==> config.mk <==
export PLATFORM = sky130hd
export DESIGN_NAME = digit_serial_adder
export DESIGN_NICKNAME = d
export VERILOG_FILES = /design/src/rtl/dsa_pkg.sv /design/src/rtl/digit_adder.sv /design/src/rtl/digit_serial_adder.sv
export SDC_FILE = /design/constraint.sdc
export NUM_CORES = 1
export LEC_CHECK = 0
export CAP_MARGIN = 20
export CORE_MARGIN = 3
export CORE_UTILIZATION = 47
export CTS_BUF_LIST = sky130_fd_sc_hd__clkbuf_16
export CTS_CLUSTER_SIZE = 16
export DETAILED_ROUTE_END_ITERATION = 10
export GPL_TIMING_DRIVEN = 0
export PLACE_DENSITY = 0.76
export SYNTH_ARGS = -nofsm -noshare
export SYNTH_HDL_FRONTEND = slang
export SYNTH_SLANG_ARGS = --single-unit
==> constraint.sdc <==
create_clock -name clk -period 2.2 [get_ports clk]
set_clock_uncertainty 0.1 [all_clocks]
set_input_delay 0.44 -clock clk [delete_from_list [all_inputs] [get_ports clk]]
set_output_delay 0.44 -clock clk [all_outputs]
set_load 0.1 [all_outputs]
==> src/rtl/dsa_pkg.sv <==
// Shared types and helpers for the digit-serial adder/subtractor.
package dsa_pkg;

    typedef enum logic [1:0] {
        IDLE = 2'd0,
        RUN  = 2'd1,
        DONE = 2'd2
    } state_t;

    // Digit counter needs at least one bit even when a single digit covers the word.
    function automatic int cnt_width(input int ndig);
        return (ndig <= 1) ? 1 : $clog2(ndig);
    endfunction

endpackage

==> src/rtl/digit_adder.sv <==
// Combinational DIGIT-bit ripple of full-adder cells; also exposes the carry into the top cell.
module digit_adder #(
    parameter int DIGIT = 4
) (
    input  logic [DIGIT-1:0] a,
    input  logic [DIGIT-1:0] b,
    input  logic             cin,
    output logic [DIGIT-1:0] s,
    output logic             cout,
    output logic             c_msb_in
);

    logic [DIGIT:0] c;

    always_comb begin
        c    = '0;
        s    = '0;
        c[0] = cin;
        for (int i = 0; i < DIGIT; i++) begin
            s[i]   = a[i] ^ b[i] ^ c[i];
            c[i+1] = (a[i] & b[i]) | (c[i] & (a[i] ^ b[i]));
        end
    end

    assign cout     = c[DIGIT];
    assign c_msb_in = c[DIGIT-1];

endmodule

==> src/rtl/digit_serial_adder.sv <==
// Digit-serial ripple adder/subtractor with valid/ready handshakes on both sides.
// Optional signed-overflow output enabled by defining DSA_OVERFLOW_EN.
module digit_serial_adder
    import dsa_pkg::*;
#(
    parameter int WIDTH = 32,
    parameter int DIGIT = 4
) (
    input  logic             clk,
    input  logic             reset,
    input  logic             in_valid,
    output logic             in_ready,
    input  logic [WIDTH-1:0] a,
    input  logic [WIDTH-1:0] b,
    input  logic             cin,
    input  logic             op_sub,
    output logic             out_valid,
    input  logic             out_ready,
    output logic [WIDTH-1:0] sum,
    output logic             cout
`ifdef DSA_OVERFLOW_EN
    ,
    output logic             ovf
`endif
);

    localparam int NDIG = WIDTH / DIGIT;
    localparam int CW   = cnt_width(NDIG);

    if (DIGIT < 1 || (WIDTH % DIGIT) != 0) begin : g_bad_cfg
        $fatal(1, "digit_serial_adder: WIDTH must be a positive multiple of DIGIT");
    end

    state_t           state_q, state_d;
    logic [CW-1:0]    cnt_q, cnt_d;
    logic             carry_q, carry_d;
    logic [WIDTH-1:0] a_q, a_d, b_q, b_d, s_q, s_d;
    logic [WIDTH-1:0] sum_q, sum_d;
    logic             cout_q, cout_d;

    logic [DIGIT-1:0] dig_s;
    logic             dig_cout, dig_cmsb;
    logic [WIDTH-1:0] dig_ext, s_shift;

    digit_adder #(.DIGIT(DIGIT)) u_digit (
        .a        (a_q[DIGIT-1:0]),
        .b        (b_q[DIGIT-1:0]),
        .cin      (carry_q),
        .s        (dig_s),
        .cout     (dig_cout),
        .c_msb_in (dig_cmsb)
    );

    // New digit enters at the top so the word is in place after NDIG shifts.
    assign dig_ext = WIDTH'(dig_s);
    assign s_shift = (s_q >> DIGIT) | (dig_ext << (WIDTH - DIGIT));

`ifdef DSA_OVERFLOW_EN
    logic ovf_q, ovf_d;
    assign ovf = ovf_q;
`else
    logic unused_cmsb;
    assign unused_cmsb = dig_cmsb;
`endif

    always_comb begin
        state_d = state_q;
        cnt_d   = cnt_q;
        carry_d = carry_q;
        a_d     = a_q;
        b_d     = b_q;
        s_d     = s_q;
        sum_d   = sum_q;
        cout_d  = cout_q;
`ifdef DSA_OVERFLOW_EN
        ovf_d   = ovf_q;
`endif
        case (state_q)
            IDLE: begin
                if (in_valid) begin
                    a_d     = a;
                    b_d     = b ^ {WIDTH{op_sub}};
                    carry_d = op_sub | cin;
                    cnt_d   = '0;
                    state_d = RUN;
                end
            end
            RUN: begin
                a_d     = a_q >> DIGIT;
                b_d     = b_q >> DIGIT;
                s_d     = s_shift;
                carry_d = dig_cout;
                cnt_d   = cnt_q + 1'b1;
                if (cnt_q == CW'(NDIG - 1)) begin
                    sum_d   = s_shift;
                    cout_d  = dig_cout;
`ifdef DSA_OVERFLOW_EN
                    ovf_d   = dig_cmsb ^ dig_cout;
`endif
                    state_d = DONE;
                end
            end
            DONE: begin
                if (out_ready) begin
                    state_d = IDLE;
                end
            end
            default: state_d = IDLE;
        endcase
    end

    always_ff @(posedge clk or posedge reset) begin
        if (reset) begin
            state_q <= IDLE;
            cnt_q   <= '0;
            carry_q <= 1'b0;
            sum_q   <= '0;
            cout_q  <= 1'b0;
`ifdef DSA_OVERFLOW_EN
            ovf_q   <= 1'b0;
`endif
        end else begin
            state_q <= state_d;
            cnt_q   <= cnt_d;
            carry_q <= carry_d;
            sum_q   <= sum_d;
            cout_q  <= cout_d;
`ifdef DSA_OVERFLOW_EN
            ovf_q   <= ovf_d;
`endif
        end
    end

    // Operand and partial-sum shifters carry no control meaning, so they skip reset.
    always_ff @(posedge clk) begin
        a_q <= a_d;
        b_q <= b_d;
        s_q <= s_d;
    end

    assign in_ready  = (state_q == IDLE);
    assign out_valid = (state_q == DONE);
    assign sum       = sum_q;
    assign cout      = cout_q;

endmodule

==> flow_summary.toml <==
[sta]
rsz0062_at_grt = "true"
drv_slew = 0
max_slew.worst_pin.slew_ns = 0.993
tns_ns = -0.00827
max_clock_freq_mhz = 453
slew_headroom_pct = 34.1
hold_violations = 0
fin_crit_ns = 2.21
period_share_pct = 100
finalSetupViolations = 2
fin_ws_ns = -0.00744

[synth]
synth_area_per_cell_um2 = 13.3
postSynthNetCount = 479
postSynthCellCount = 403
ys_ff_latch = 131
synth_area_um2 = 5380
ys_seq_area_share_pct = 69.5
ys_types = 25
ys_warn_count = 0

[status]
violations = "setup timing"
status = "finished, violations left"

[critical_path]
cp_top_family = "adder cells"
crit_chain = "fa_2 -> inv_2 -> fa_2 -> inv_2 -> fa_2 -> inv_2 -> fa_2 -> o21ai_2"
required_ns = 2.43
end_kind = "flop"
reg2reg_slack_ns = -0.007
cpMostUsedCell = "fa_2"
slowest_delay_ns = 0.45
cp_max_fo = 2
r2r-end = "sum[31]"
cp.arrival_ns = 2.44
r2r-start = "a_q[0]"
rr_worst_depth = 8
path_buf_inv = 3
cp_slowest_cell = "fa_2"
crit_type = "reg -> reg"
cp.depth = 8
start_kind = "flop"

[die]
ioPinCount = 105
die_w_um = 113
row_count = 38
coreArea_um2 = 11000
dieArea_um2 = 12800
start_util_pct = 48.8
die_y_um = 113

[grt]
grt_pass1_vias = 3543
grt.overflow.total = 0
grt_max_degree = 43
grt_pass1_wl_mm = 17.4
grt_usage_pct = 17.7
antenna_found_initial = 0

[placement]
dpl.hpwl_mm = 7.29
port_buffers = 103
place_inst = 647
routabilityCongestion = 0.773

[final_layout]
n_fill_cell = 848
drive_gt1_share_pct = 18.6
fin_cells = 682
final_util_pct = 65.6
final_nets = 605
diodes = 0
syn2layout_area_growth_pct = 34.6

[detailed_routing]
wl_per_cell_um = 15.8
drc = 0
avgViaCountPerCell = 4.93
first_pass_iters = 4
drtAntennaViolNets = 0
wirelength_mm = 10.8
drt_iter0_drc = 178
vias = 3364

[clock_network]
cts-root-buf = "clkbuf_16"
clockBufferDepth = 2
ctsHoldBuffers = 0
clk_pin_slew_ns = 0.06
clk_latency_ns = 0.40
cts_sinks = 131
cts_tree = "done"
cts.htree.levels = 4
numCtsBuffers = 17

[hold_path]
hp-class = "reg -> reg"
worstHoldStart = "s_q[18]"
worstHoldPathCells = 0
hold_path_end = "s_q[14]"

[flow_run]
maxCapViolCount = 0
## worst max path at each step
stage / from / to / slack [ns]
3_3_place_gp: in_valid / b_q[30] / -0.95
5_1_grt: a_q[0] / sum[31] / -0.09
3_5_place_dp: in_valid / b_q[31] / -0.37
4_1_cts: a_q[0] / sum[31] / -0.05
2_1_floorplan: state_q[0] / in_ready / -0.03
6_report: a_q[0] / sum[31] / -0.007
## cells in the mapped netlist (all sizes together)
cell	instances	area, um^2
and2	5	31.3
mux2	30	338
ha	2	25.0
edfxtp	92	2760
xnor2	32	280
o31ai	1	12.5
o21ai	33	165
a21oi	1	5.00
nand2	117	439
fa	4	80.1
buf	19	133
a22o	2	17.5
or2b	1	7.51
clkbuf	3	11.3
dfrtp	39	976
o21bai	1	7.51
nor3	1	5.00
nand2b	1	6.26
nand3b	1	7.51
inv	13	48.8
nor2	5	18.8
## worst reg2reg max path, cell delays in order, from the launching register on
cell and delay [ns]:
edfxtp_1 0.40, fa_2 0.40, inv_2 0.06, fa_2 0.18, inv_2 0.04, fa_2 0.32, inv_2 0.07, fa_2 0.45
o21ai_2 0.12
## cell families after synthesis
| logic type | after synthesis | share of synthesized area [%] |
|---|---|---|
| XOR/XNOR | 32 | 5.21 |
| AND/OR/NAND/NOR | 131 | 9.59 |
| adder cells (fa/ha/maj) | 6 | 1.95 |
| flip-flops | 131 | 69.5 |
| buffers and inverters | 35 | 3.58 |
| AO/OA/AOI/OAI | 38 | 3.86 |
| multiplexers | 30 | 6.28 |
## timing repair
item	in CTS	in global routing
resized for setup	53	24
gates cloned	0	1
setup endpoints to repair	38	66
buffers inserted	2	0
pin swaps	3	2
## routing by layer
layer / up-vias / part of all wire [%] / track usage, %
met2: 120 / 52 / 31.2
met1: 1613 / 41 / 20.9
met4: 0 / 0.72 / 5.29
met5: - / 0 / 0
li1: 1622 / - / -
met3: 9 / 6.2 / 5.40
## final cells by class
| class | count | area, um^2 | share of cell area (%) |
|---|---|---|---|
| Clock inverter | 14 | 159 | 2.19 |
| Timing Repair inverter | 1 | 5.00 | 0.0691 |
| Sequential cell | 131 | 3740 | 51.6 |
| Inverter | 13 | 52.6 | 0.726 |
| Timing Repair Buffer | 106 | 1030 | 14.3 |
| Clock buffer | 18 | 450 | 6.22 |
| Tap cell | 140 | 175 | 2.42 |
| Multi-Input combinational cell | 237 | 1480 | 20.5 |
| Buffer | 22 | 144 | 1.99 |
## state kept, by name, indices dropped and copies added, names as in the netlist
signal and flops:
carry_q 1, cout 1, cnt_q 3, state_q 2
s_q 28, a_q 32, b_q 32, sum 32
## placed cells by master, fill, tap and decap left out, types with 5 or more instances in the layout
cell type	netlist	routed
clkdlybuf4s15_1	0	18
mux2_2	30	30
nand2_1	117	117
buf_2	10	11
dlygate4sd2_1	0	12
buf_4	5	7
clkbuf_16	0	18
clkinvlp_4	0	5
clkdlybuf4s50_1	0	68
dfrtp_1	39	39
inv_1	12	7
o21ai_0	32	31
inv_2	1	5
nor2_1	5	5
edfxtp_1	92	92
xnor2_1	32	32
## metrics by stage
| stage | hold slack [ns] | instance area, um^2 | setup WS (ns) |
|---|---|---|---|
| 2_1_floorplan | 0.322 | 5390 | -0.0303 |
| 3_3_place_gp | 0.324 | 6590 | -0.947 |
| 3_5_place_dp | 0.330 | 6610 | -0.371 |
| 4_1_cts | 0.341 | 7210 | -0.0479 |
| 5_1_grt | 0.354 | 7240 | -0.0924 |
| 6_report | 0.346 | 7240 | -0.00744 |
Power is not shown: default switching activity piles up to over one toggle a cycle in this logic, so the estimate is an artifact.
